File: config.mk
export PLATFORM = sky130hd
export DESIGN_NAME = slice_packer
export DESIGN_NICKNAME = d
export VERILOG_FILES = /design/src/rtl/vec_pkg.sv /design/src/rtl/slice_packer_word_hold_reg.sv /design/src/rtl/slice_packer.sv
export SDC_FILE = /design/constraint.sdc
export NUM_CORES = 1
export LEC_CHECK = 0
export CAP_MARGIN = 15
export CELL_PAD_IN_SITES_DETAIL_PLACEMENT = 1
export CELL_PAD_IN_SITES_GLOBAL_PLACEMENT = 1
export CORE_ASPECT_RATIO = 1.1
export CORE_UTILIZATION = 40
export DETAILED_ROUTE_END_ITERATION = 8
export GPL_TIMING_DRIVEN = 0
export PLACE_DENSITY = 0.86
export REMOVE_ABC_BUFFERS = 1
export SYNTH_ARGS = -nofsm -noshare
export SYNTH_HDL_FRONTEND = slang
export SYNTH_SLANG_ARGS = --single-unit
File: constraint.sdc
create_clock -name clk -period 2.7 [get_ports clk]
set_clock_uncertainty 0.1 [all_clocks]
set_input_delay 0.54 -clock clk [delete_from_list [all_inputs] [get_ports clk]]
set_output_delay 0.54 -clock clk [all_outputs]
set_load 0.01 [all_outputs]
File: src/rtl/vec_pkg.sv
// Shared constants and helpers for the slice packing/unpacking family.
package vec_pkg;

  localparam int unsigned VEC_MSB_FIRST = 1;
  localparam int unsigned VEC_LSB_FIRST = 0;

  // Width of a counter that must hold 0..ratio inclusive.
  function automatic int unsigned cnt_width(input int unsigned ratio);
    return $clog2(ratio + 1);
  endfunction

endpackage

File: src/rtl/slice_packer_word_hold_reg.sv
// Output register with valid/ready load, hold and clear.
module word_hold_reg #(
  parameter int unsigned W = 8
) (
  input  logic         clk,
  input  logic         rst_n,
  input  logic         load,
  input  logic [W-1:0] d,
  input  logic         ready,
  output logic         valid,
  output logic [W-1:0] q
);

  // Load wins over consume so a handshake cycle can reload without a bubble.
  always_ff @(posedge clk or negedge rst_n) begin
    if (!rst_n) begin
      valid <= 1'b0;
      q     <= '0;
    end else if (load) begin
      valid <= 1'b1;
      q     <= d;
    end else if (valid && ready) begin
      valid <= 1'b0;
    end
  end

endmodule

File: src/rtl/slice_packer.sv
// Width-up converter: packs IN_W-bit slices into OUT_W-bit words.
module slice_packer
  import vec_pkg::*;
#(
  parameter int unsigned IN_W      = 2,
  parameter int unsigned OUT_W     = 8,
  parameter int unsigned MSB_FIRST = VEC_MSB_FIRST
) (
  input  logic                                  clk,
  input  logic                                  rst_n,
  input  logic                                  in_valid,
  output logic                                  in_ready,
  input  logic [IN_W-1:0]                       in_data,
  input  logic                                  in_last,
  output logic                                  out_valid,
  input  logic                                  out_ready,
  output logic [OUT_W-1:0]                      out_data,
  output logic [cnt_width(OUT_W/IN_W)-1:0]      out_slices
);

  localparam int unsigned RATIO = OUT_W / IN_W;
  localparam int unsigned CW    = cnt_width(RATIO);
  localparam int unsigned HW    = OUT_W + CW;

  if ((OUT_W % IN_W) != 0 || RATIO < 2) begin : g_bad_params
    $error("slice_packer: OUT_W must be a multiple of IN_W with ratio >= 2");
  end

  logic [OUT_W-1:0] acc;
  logic [CW-1:0]    cnt;
  logic [CW-1:0]    pos;
  logic [OUT_W-1:0] acc_ins;
  logic             accept;
  logic             complete;
  logic [HW-1:0]    hold_q;

  // Ready depends only on the held word and the consumer.
  assign in_ready = !out_valid || out_ready;
  assign accept   = in_valid && in_ready;
  assign complete = accept && (in_last || (cnt == CW'(RATIO - 1)));

  // Insert the incoming slice into its lane of the accumulator.
  always_comb begin
    acc_ins = acc;
    pos     = (MSB_FIRST != VEC_LSB_FIRST) ? (CW'(RATIO - 1) - cnt) : cnt;
    for (int unsigned i = 0; i < RATIO; i++) begin
      if (CW'(i) == pos) begin
        acc_ins[i*IN_W +: IN_W] = in_data;
      end
    end
  end

  // Accumulator and slice counter; both clear when a word is handed off.
  always_ff @(posedge clk or negedge rst_n) begin
    if (!rst_n) begin
      acc <= '0;
      cnt <= '0;
    end else if (accept) begin
      if (complete) begin
        acc <= '0;
        cnt <= '0;
      end else begin
        acc <= acc_ins;
        cnt <= cnt + CW'(1);
      end
    end
  end

  word_hold_reg #(
    .W (HW)
  ) u_hold (
    .clk   (clk),
    .rst_n (rst_n),
    .load  (complete),
    .d     ({acc_ins, cnt + CW'(1)}),
    .ready (out_ready),
    .valid (out_valid),
    .q     (hold_q)
  );

  assign out_data   = hold_q[HW-1:CW];
  assign out_slices = hold_q[CW-1:0];

endmodule

-- Word level (Yosys, flattened, before mapping)
Index checks and enable logic that the tools add are counted.
- register bits: 23
- input bits: 7
- output and inout port bits: 13
- word-level logic and storage cells: 26
- add/subtract/negate cells: 2
- eq/ne operators: 4
- muxes and demuxes: 8
- reduce and logical (&&, ||, !) cells: 8
- operators by type and width (cell ; count):
    2-bit two-way mux ; 4
    8-bit two-way mux ; 1
    2-bit by 3-bit equality test with 1-bit output (first input constant) ; 2
    3-bit by 1-bit adder with 3-bit output (second input constant) ; 1
    1-bit by 3-bit equality test with 1-bit output (first input constant) ; 1
    3-bit by 2-bit equality test with 1-bit output (second input constant) ; 1
    1-bit logical AND ; 3
    3-bit logical NOT ; 1
    3-bit two-way mux ; 1
    2-bit by 3-bit subtractor with 3-bit output (first input constant) ; 1
    1-bit logical OR ; 2
    1-bit two-way mux ; 2
    2-bit nonzero test ; 1
    1-bit logical NOT ; 1

-- Logic depth before layout (Yosys ltp)
- depth in word-level cells: 5
- gate-level depth with buffers: 6
- mapped depth without buffers: 5

-- Hierarchy
From an unflattened synthesis, not the netlist that was laid out.
- cell total of the unflattened synthesis: 88
- area total of the unflattened synthesis: 1211.2 um^2
- modules (own cells, without submodules) (module ; times used ; cells an instance ; area each (um^2) ; sequential area each (um^2)):
    slice_packer ; 1 ; 62 ; 729.4 ; 275.3
    word_hold_reg ; 1 ; 26 ; 481.7 ; 300.3

-- Worst setup path before layout
No wires, ideal clock.
- path type: input -> register
- start point: input port out_ready
- end point: register u_hold.q[0]
- setup time: 0.125 ns
- arrival: 1.441 ns
- data required time: 2.475 ns
- slack: 1.034 ns
- stages: 6
- buffers on the path: 2
- cell sequence: nor2b_1 -> buf_6 -> clkinv_4 -> o211ai_2 -> buf_6 -> mux2_4
- word-level cells in the longest chain between the ends: 3
- ends and longest elaborated chain (what ; line ; RTL):
    start: declaration ; slice_packer.sv:16 ; input logic out_ready,
    1-bit logical OR ; slice_packer.sv:38 ; assign in_ready = !out_valid || out_ready;
    net in_ready ; slice_packer.sv:12 ; output logic in_ready,
    1-bit logical AND ; slice_packer.sv:39 ; assign accept = in_valid && in_ready;
    1-bit logical AND ; slice_packer.sv:40 ; assign complete = accept && (in_last || (cnt == CW'(RATIO - 1)));
    end signal: assignment ; slice_packer_word_hold_reg.sv:18 ; q <= '0;
    end signal: assignment ; slice_packer_word_hold_reg.sv:21 ; q <= d;
    end: declaration ; slice_packer_word_hold_reg.sv:11 ; output logic [W-1:0] q
The timed path passes the listed nets, and every way through them passes these cells.
A chain may end at the register's enable or synchronous reset.

-- Worst setup path after layout
- start point: input port out_ready
- end point: output port in_ready
- word-level cells in the longest chain between the ends: 1
- ends and longest elaborated chain (what ; line):
    1-bit logical OR ; slice_packer.sv:38
    end: declaration ; slice_packer.sv:12
No other way between the ends.

==> flow_summary.json <==
{
  "status": "complete, no violations",
  "dp_hpwl_um": 1752,
  "clk_pin_slew_worst_paths_ns": 0.13,
  "cts_tree": "built",
  "cts_buffers": 3,
  "pin_count": 20,
  "p_per_area_mw_per_mm2": 764.8,
  "die_area_mm2": 0.003197,
  "area_growth_pct": 20.40,
  "multi_input_area_um2": 533.0,
  "hold_viol_final": 0,
  "drc": 0,
  "core_mm2": 0.002803,
  "cp.arrival_ns": 1.89,
  "synth.area.top_cells": "dfrtp_1, mux2i_1, o31ai_2",
  "ir_drop_mv": 0.5859,
  "die_x_um": 54,
  "synth_edf_count": 0,
  "routabilityCongestion": 0.6707,
  "final_area_mm2": 0.001433,
  "grt-ovfl-total": 0,
  "ys_warn_count": 0,
  "path_class": "in -> out",
  "antennaDiodeCount": 0,
  "yosys-top-cells-count": "dfrtp_1, mux2i_1, inv_1, o21ai_0, o31ai_2",
  "finalSetupTns_ns": 0,
  "htreeDepth": 1,
  "vias": 810,
  "finalNetCount": 128,
  "syn_area_mm2": 0.001190,
  "synth_flop_cell": "dfrtp_1",
  "drt-wirelength-per-cell_um": 17.21,
  "yosysSeqAreaShare": 0.4837,
  "relSlewSlack": 0.4528,
  "grt_max_degree": 24,
  "cts_setup_buffers": 0,
  "yosysMostFrequentCell": "dfrtp_1",
  "rsz0062_at_grt": "no",
  "drive_gt1_frac": 0.1913,
  "startpoint_type": "primary input",
  "fmax_ghz": 0.3946,
  "synth_cell_type_count": 25,
  "clk_latency_ns": 0.33,
  "synth_area_per_cell_um2": 12.53,
  "first_global_vias": 884,
  "critical_path_required_ns": 2.06,
  "first_pass_iters": 4,
  "synth_top_area_cell": "dfrtp_1",
  "netlist.area_leader.share": 0.4837,
  "fp-row-count": 20,
  "async_flop_share": 1.000,
  "timing.hold.ws_ns": 0.4008,
  "clkSinkCount": 23,
  "antenna_found_initial": 0,
  "regArea_um2": 575.6,
  "grt_pass1_wl_um": 4105,
  "clockBufferDepth": 2,
  "cap_violations": 0,
  "critPathMaxFanout": 9,
  "p_leak_uw": 0.0006964,
  "period_share": 0.9387,
  "yosys_register_bits": 23,
  "cp-end-kind": "primary output",
  "hold_class": "in -> async",
  "placed_area_mm2": 0.001383,
  "period_needed_ns": 2.534,
  "antenna_left": 0,
  "slew_violations": 0,
  "first_iter_violations": 9,
  "holdBufCountCts": 0,
  "n_fill_cell": 291,
  "die_h_um": 59.20,
  "cts_root_buffer": "clkbuf_4",
  "worst_slew_pin_slew_ns": 0.8183,
  "synthCells": 95,
  "setup_viol": 0,
  "port_buffers": 19,
  "wirelength_um": 2547,
  "grt_use_total": 0.1883,
  "vias_per_cell": 5.473,
  "start_util": 0.4246
}
[critical path, stage by stage]
cell	delay [ns]
clkdlybuf4s50_1	0.44
nor2b_4	0.27
clkinv_4	0.14
clkdlybuf4s50_1	0.50
[path summary, 6_finish.rpt]
kind	from	endpoint	slack (ns)	cells after the start
max in group asynchronous	rst_n	u_hold.q[5]$_DFFE_PN0P_	1.65	2
worst max register to register	cnt[0]$_DFFE_PN0P_	u_hold.q[3]$_DFFE_PN0P_	0.75	3
min in group clk	acc[1]$_DFFE_PN0P_	acc[1]$_DFFE_PN0P_	0.42	1
worst min register to register	acc[1]$_DFFE_PN0P_	acc[1]$_DFFE_PN0P_	0.42	1
worst min-delay path	rst_n	u_hold.q[2]$_DFFE_PN0P_	0.40	1
worst max-delay path	out_ready	in_ready	0.17	4
[cell type report]
class | count | area share
clock buffer | 3 | 0.01572
clock inverter | 1 | 0.003493
inverter | 12 | 0.03493
multi-input combinational | 56 | 0.3721
sequential | 23 | 0.4017
tap | 33 | 0.02882
timing repair buffer | 20 | 0.1432
[power by group]
part           leakage, µW  switching (µW)  total [µW]  internal, µW
logic             0.000375             199         437           238
registers         0.000303            56.2         489           433
clock network    0.0000177             113         169          55.9
total             0.000696             369        1100           727
[registers in the layout, indices dropped and copies added, names as in the netlist]
| register | flops |
|---|---|
| acc | 8 |
| cnt | 3 |
| u_hold.valid | 1 |
| u_hold.q | 11 |
[routing by layer]
layer	up-vias	global-route usage	wire length [µm]
met5	-	0	0
met4	0	0.1245	73
met3	7	0.03333	85
met2	21	0.3086	1362
met1	405	0.2213	1024
li1	377	-	-
[per-stage QoR]
stage | util | total power [µW] | setup slack (ns) | std cells
2_1_floorplan | - | 729.2 | 0.7305 | 91
3_3_place_gp | 0.4933 | 910.4 | -0.1089 | 143
4_1_cts | 0.5040 | 1101 | 0.02510 | 147
6_report | 0.5112 | 1096 | 0.1655 | 148
3_5_place_dp | 0.4933 | 931.2 | -0.2266 | 143
5_1_grt | 0.5112 | 1160 | 0.09709 | 148
[cell families after synthesis]
logic type                 synth area share
buffers and inverters               0.07465
adders and majority gates           0.05258
DFF                                  0.4837
AOI/OAI and AO/OA                    0.1451
and+or+nand+nor                     0.05889
muxes                                0.1851
[timing repair]
item,in CTS,in global routing
cloned,0,0
gates resized for setup,1,1
setup endpoints to repair,1,1
[cell usage in the layout (no fill, tap or decap), drive strengths merged, types with 2 or more instances in the layout]
cell	Yosys	layout
clkdlybuf4s50	0	19
dfrtp	23	23
o2bb2ai	3	3
o31ai	7	7
ha	5	5
nand4	2	2
nand2b	3	3
clkinv	1	2
clkbuf	0	3
mux2	7	7
inv	11	11
o21ai	7	7
mux2i	13	13
Note: power is estimated with default switching activity, not from simulation.
